`src/rtl/timer_core_if.sv`:
```
// Control and status bundle for timer_core: level inputs from the host,
// registered counter, capture and alarm results back to the host.
interface timer_core_if;
  logic        start_in;
  logic        capture_in;
  logic        rst_capture_in;
  logic        alarm_en_in;
  logic [31:0] alarm_in;
  logic [31:0] captured_out;
  logic [31:0] counter_out;
  logic        alarm_out;

  modport master (
    output start_in,
    output capture_in,
    output rst_capture_in,
    output alarm_en_in,
    output alarm_in,
    input  captured_out,
    input  counter_out,
    input  alarm_out
  );

  modport slave (
    input  start_in,
    input  capture_in,
    input  rst_capture_in,
    input  alarm_en_in,
    input  alarm_in,
    output captured_out,
    output counter_out,
    output alarm_out
  );
endinterface

```
`src/rtl/timer_core.sv`:
```
// Free-running 32-bit timer with an edge-triggered start, a capture register
// and a sticky alarm that compares the running count against a programmable value.
module timer_core (
  input  logic         clk_in,
  input  logic         rst_in,
  timer_core_if.slave  bus
);

  typedef enum logic {
    IDLE = 1'b0,
    RUN  = 1'b1
  } state_t;

  state_t      state_r;
  logic [31:0] counter_r;
  logic [31:0] captured_r;
  logic        alarm_r;
  logic        start_prev_r;
  logic        capture_prev_r;
  logic        rst_capture_prev_r;

  logic        start_pulse_s;
  logic        capture_pulse_s;
  logic        rst_capture_pulse_s;
  logic        alarm_match_s;

  // Rising-edge detection on the level inputs and the alarm compare term.
  always_comb begin
    start_pulse_s       = bus.start_in       & ~start_prev_r;
    capture_pulse_s     = bus.capture_in     & ~capture_prev_r;
    rst_capture_pulse_s = bus.rst_capture_in & ~rst_capture_prev_r;
    alarm_match_s       = (state_r == RUN) && (counter_r == bus.alarm_in);
  end

  // Timer state, capture register and sticky alarm.
  always_ff @(posedge clk_in) begin
    if (rst_in) begin
      state_r            <= IDLE;
      counter_r          <= 32'd0;
      captured_r         <= 32'd0;
      alarm_r            <= 1'b0;
      start_prev_r       <= 1'b0;
      capture_prev_r     <= 1'b0;
      rst_capture_prev_r <= 1'b0;
    end else begin
      start_prev_r       <= bus.start_in;
      capture_prev_r     <= bus.capture_in;
      rst_capture_prev_r <= bus.rst_capture_in;

      // RUN is only left through reset; the counter wraps silently.
      case (state_r)
        IDLE: begin
          counter_r <= 32'd0;
          if (start_pulse_s) begin
            state_r <= RUN;
          end else begin
            state_r <= IDLE;
          end
        end
        RUN: begin
          state_r   <= RUN;
          counter_r <= counter_r + 32'd1;
        end
        default: begin
          state_r   <= IDLE;
          counter_r <= 32'd0;
        end
      endcase

      // Clear beats a coincident capture; capture uses the pre-edge count.
      if (rst_capture_pulse_s) begin
        captured_r <= 32'd0;
      end else if (capture_pulse_s && (state_r == RUN)) begin
        captured_r <= counter_r;
      end else begin
        captured_r <= captured_r;
      end

      if (!bus.alarm_en_in) begin
        alarm_r <= 1'b0;
      end else if (alarm_match_s) begin
        alarm_r <= 1'b1;
      end else begin
        alarm_r <= alarm_r;
      end
    end
  end

  assign bus.counter_out  = counter_r;
  assign bus.captured_out = captured_r;
  assign bus.alarm_out    = alarm_r;

endmodule

```
`src/flat_wrapper.sv`:
```
// flat-port wrapper written by rule: the top's interface ports become plain ports
module timer_core_flat 
  (clk_in, rst_in, bus_start_in, bus_capture_in, bus_rst_capture_in, bus_alarm_en_in, bus_alarm_in, bus_captured_out, bus_counter_out, bus_alarm_out);
  timer_core_if bus_i ();
  input  logic clk_in;
  input  logic rst_in;
  input wire logic [$bits(bus_i.start_in)-1:0] bus_start_in;
  input wire logic [$bits(bus_i.capture_in)-1:0] bus_capture_in;
  input wire logic [$bits(bus_i.rst_capture_in)-1:0] bus_rst_capture_in;
  input wire logic [$bits(bus_i.alarm_en_in)-1:0] bus_alarm_en_in;
  input wire logic [$bits(bus_i.alarm_in)-1:0] bus_alarm_in;
  output wire logic [$bits(bus_i.captured_out)-1:0] bus_captured_out;
  output wire logic [$bits(bus_i.counter_out)-1:0] bus_counter_out;
  output wire logic [$bits(bus_i.alarm_out)-1:0] bus_alarm_out;
  assign bus_i.start_in = bus_start_in;
  assign bus_i.capture_in = bus_capture_in;
  assign bus_i.rst_capture_in = bus_rst_capture_in;
  assign bus_i.alarm_en_in = bus_alarm_en_in;
  assign bus_i.alarm_in = bus_alarm_in;
  assign bus_captured_out = bus_i.captured_out;
  assign bus_counter_out = bus_i.counter_out;
  assign bus_alarm_out = bus_i.alarm_out;
  timer_core u_core (.clk_in(clk_in), .rst_in(rst_in), .bus(bus_i));
endmodule
```
`config.mk`:
```
export PLATFORM = sky130hd
export DESIGN_NAME = timer_core_flat
export DESIGN_NICKNAME = d
export VERILOG_FILES = /design/src/rtl/timer_core_if.sv /design/src/rtl/timer_core.sv /design/src/flat_wrapper.sv
export SDC_FILE = /design/constraint.sdc
export NUM_CORES = 1
export LEC_CHECK = 0
export ABC_AREA = 1
export CORE_UTILIZATION = 29
export CTS_BUF_LIST = sky130_fd_sc_hd__clkbuf_4 sky130_fd_sc_hd__clkbuf_8 sky130_fd_sc_hd__clkbuf_16
export DETAILED_ROUTE_END_ITERATION = 10
export GPL_TIMING_DRIVEN = 1
export PLACE_DENSITY_LB_ADDON = 0.08
export SETUP_SLACK_MARGIN = 0.1
export SYNTH_ARGS = -nofsm -noshare
export SYNTH_HDL_FRONTEND = slang
export SYNTH_SLANG_ARGS = --single-unit
```
`constraint.sdc`:
```
create_clock -name clk_in -period 2.4 [get_ports clk_in]
set_input_delay 0.48 -clock clk_in [delete_from_list [all_inputs] [get_ports clk_in]]
set_output_delay 0.48 -clock clk_in [all_outputs]
set_load 0.05 [all_outputs]
```
==> impl_results.md <==
- Largest net degree at the start of global routing: 64
- Die Y: roughly 110 µm
- Footprint of the multi-input gates: roughly 1700 µm²
- Buf/Inv on CP: 1
- Final setup violation count: 0
- I/O Buffers: ~100
- Crit path from: u_core.bus.counter_out[10]$_SDFF_PP0_
- Worst path required time: ~1.9 ns
- Initial drt markers: about 120
- Crit Reg-Reg Endpoint: u_core.bus.counter_out[18]$_SDFF_PP0_
- GRT Residual Overflow: 0
- Yosys top cell area share: 0.4060
- Sw Pwr: roughly 680 µW
- Worst Path Arrival: 1.73 ns
- Accumulated negative setup slack: 0 ns
- Cts hold-fix bufs: 0
- Routed vias: ~3300
- Hold path start: u_core.start_prev_r$_SDFF_PP0_
- R2R setup slack: slightly below 0.8 ns
- End of the worst hold path: u_core.state_r$_SDFF_PP0_
- Reg2Reg Depth: 10
- Fill cells: ~1200
- Worst hold path type: register to register
- Vias in the first global route: around 3100
- Relative slew slack: 0.6418
- Gate power share: 0.114
- Post-route ant nets: 0
- Antenna Cells: 0
- Total power: approximately 2.8 mW
- Max stage delay cell, worst path: clkdlybuf4s50_1
- RSZ-0062 raised after global routing: false
- H-tree levels: 3
- EDFF count, synth: 0
- Synth top area cells: dfxtp_1 41%, nand2_1 11%, nor2_1 8.2%, inv_1 7.1%, a211oi_1 6.8%
- CP Capture Type: output port
- Cell at the root of the clock tree: clkbuf_16
- Cell area after layout: about 4900 µm²
- Top_reg_cell synth: dfxtp_1
- Post-DP Area: roughly 4600 µm²
- Clock skew: ~0.0045 ns
- Synth unique cells: 33
- Initial antenna violation count: 0
- Final Hold Violating Endpoints: 0
- Switching Fraction: 0.2431
- CTS tree: done
- Minimum clock period: between 2 and 2.5 ns
- Crit path launch type: register
- Lkg Pwr: around 1.8 nW
- Count leader, synth: nand2_1
- Hold WS: roughly 0.4 ns
- Post-CTS setup buffers: 0
- Total CTS buffers: 9
- CTS Sinks: about 70
- Drt wl/cell: about 14 µm
- Synth Net Count: around 520
- Rows: 39
- Placer Congestion: about 0.80
- Bufs on Longest Clock Path: 2
- Clk Latency, worst-skew pair: around 0.33 ns
- Area growth, synth to finish: 44.83%
- Cells after Synth: approximately 480
- Commonest cells in the synthesized netlist: 99 x nand2_1, 74 x nor2_1, 69 x dfxtp_1, 64 x inv_1, 31 x a211oi_1
- First-pass GRT wire length: 15.97 mm
- DRC viols: 0
- Synthesis Warnings: 0
- R2r startpoint: u_core.bus.counter_out[0]$_SDFF_PP0_
- FF+latch area: around 1400 µm²
- CP cell instances: clkdlybuf4s50_1
- Worst slew pin tran: between 0.5 and 0.6 ns
- Clock slew at reported path FFs: around 0.050 ns
- Synth area leader: dfxtp_1
- Max VDD drop: between 0.3 and 0.4 mV
- Setup WS pre-CTS: approximately 0.50 ns
- Synthesized flop and latch total: just under 70
- First-pass DRT Iterations: 4
- Core area: between 10000 and 15000 µm²
- Final nets: around 630
- Setup ws final: 0.1931 ns
- Int Power: between 2 and 2.5 mW
- CP max stage delay: just under 0.9 ns
- Peak Freq: roughly 0.45 GHz
- Die W: roughly 110 µm
- Syn_area_per_cell: around 7.0 µm²
- Proportion of layout cells with a drive suffix above 1: 0.09699
- Part of the cycle the worst path needs: 0.9195
- Outcome: finished, final reports clean
- Fin. max-slew vios: 0
- PD cells: around 560 nW/µm²
- Clock power share: 0.460
- Util after Layout: 0.4315
- Synth Cell Area: 3402 µm²
- Hold Crit Depth: 1
- Max Cap Violations: 0
- Share of async-settable or async-resettable flops after synthesis: 0
- Final wirelength: 10.00 mm
- Vias per std cell: between 4 and 5
- IO Pins: between 100 and 150
- Final Non-Filler Cells: around 740
- Critical path class: register to output port
- Part of the power in registers: 0.426
- Placed Cells incl. Taps: around 730
- Register area share after synthesis: 0.4060
- HPWL reported at the end of detailed placement: 7.583 mm
- Initial Util: 0.2979
- Critical-path maximum fanout: 7
- Post_cts resized: 0
- Gr usage total: 0.1759
- Die Area: roughly 12000 µm²
- Delay-heaviest family, CP: buffers and inverters
## registers in the layout, summed over array words and instances, names as in the netlist
name,count
u_core.bus.captured_out,32
u_core.bus.counter_out,32
u_core.bus.alarm_out,1
u_core.capture_prev_r,1
u_core.rst_capture_prev_r,1
u_core.start_prev_r,1
u_core.state_r,1
## power by group through the flow
stage | Sequential [mW] | Clock, mW | Combinational, mW
global placement | 1.21 | 0 | 0.319
floorplan | 1.28 | 0 | 0.106
detailed placement | 1.21 | 0 | 0.320
CTS | 1.19 | 1.31 | 0.321
global route | 1.19 | 1.36 | 0.347
finish | 1.19 | 1.28 | 0.317
## kinds of logic after synthesis
| kind of cell | share of synthesized area |
|---|---|
| buffers and inverters | 0.09562 |
| adder cells (fa/ha/maj) | 0.003677 |
| AO/OA/AOI/OAI | 0.1409 |
| AND/OR/NAND/NOR | 0.3229 |
| flip-flops | 0.4060 |
| XOR/XNOR | 0.03089 |
## cell usage in the layout, fill, tap and decap left out
| cell | n |
|---|---|
| clkdlybuf4s50_1 | 102 |
| nand2_1 | 99 |
| nor2_1 | 73 |
| dfxtp_1 | 69 |
| inv_1 | 64 |
| a211oi_1 | 31 |
| a21oi_1 | 27 |
| nand3_1 | 21 |
| o21ai_0 | 14 |
| nor3_1 | 10 |
| nand4_1 | 9 |
| clkbuf_16 | 9 |
| xnor2_1 | 8 |
| buf_4 | 8 |
| nand2_2 | 7 |
| nor2_4 | 6 |
| nor2_2 | 5 |
| xor2_1 | 4 |
| inv_2 | 3 |
| nor3_2 | 3 |
| nand2_4 | 3 |
| clkbuf_8 | 3 |
| o21ai_2 | 2 |
| clkinv_1 | 2 |
| clkinv_2 | 2 |
| or2_2 | 2 |
| o22ai_1 | 2 |
| clkbuf_4 | 2 |
| nor3_4 | 1 |
| inv_6 | 1 |
| or2_0 | 1 |
| nor3b_1 | 1 |
| o21a_1 | 1 |
| o31ai_1 | 1 |
| ha_1 | 1 |
| buf_12 | 1 |
## worst max path at each step
stage	cells past startpoint	to	slack [ns]
floorplan	10	u_core.bus.counter_out[18]$_SDFF_PP0_	0.55
finish	1	bus_counter_out[10]	0.19
global placement	1	bus_counter_out[10]	0.53
CTS	1	bus_counter_out[10]	0.16
detailed placement	6	u_core.bus.counter_out[10]$_SDFF_PP0_	0.50
global route	1	bus_counter_out[10]	0.14
## cell type report
| type | instances | area share |
|---|---|---|
| repair buffers | 111 | 0.2235 |
| clock buffers | 14 | 0.05714 |
| inverters | 71 | 0.05536 |
| clock inverters | 1 | 0.001016 |
| flip-flops and latches | 69 | 0.2803 |
| multi-input cells | 332 | 0.3464 |
| well taps | 143 | 0.03631 |
## layer usage
| layer | global-route usage | up-vias | part of all wire |
|---|---|---|---|
| li1 | - | 1776 | - |
| met1 | 0.2479 | 1477 | 0.51 |
| met2 | 0.2595 | 79 | 0.42 |
| met3 | 0.02881 | 14 | 0.046 |
| met4 | 0.08271 | 0 | 0.022 |
| met5 | 0 | - | 0 |
Note: power is estimated with default switching activity, not from simulation.
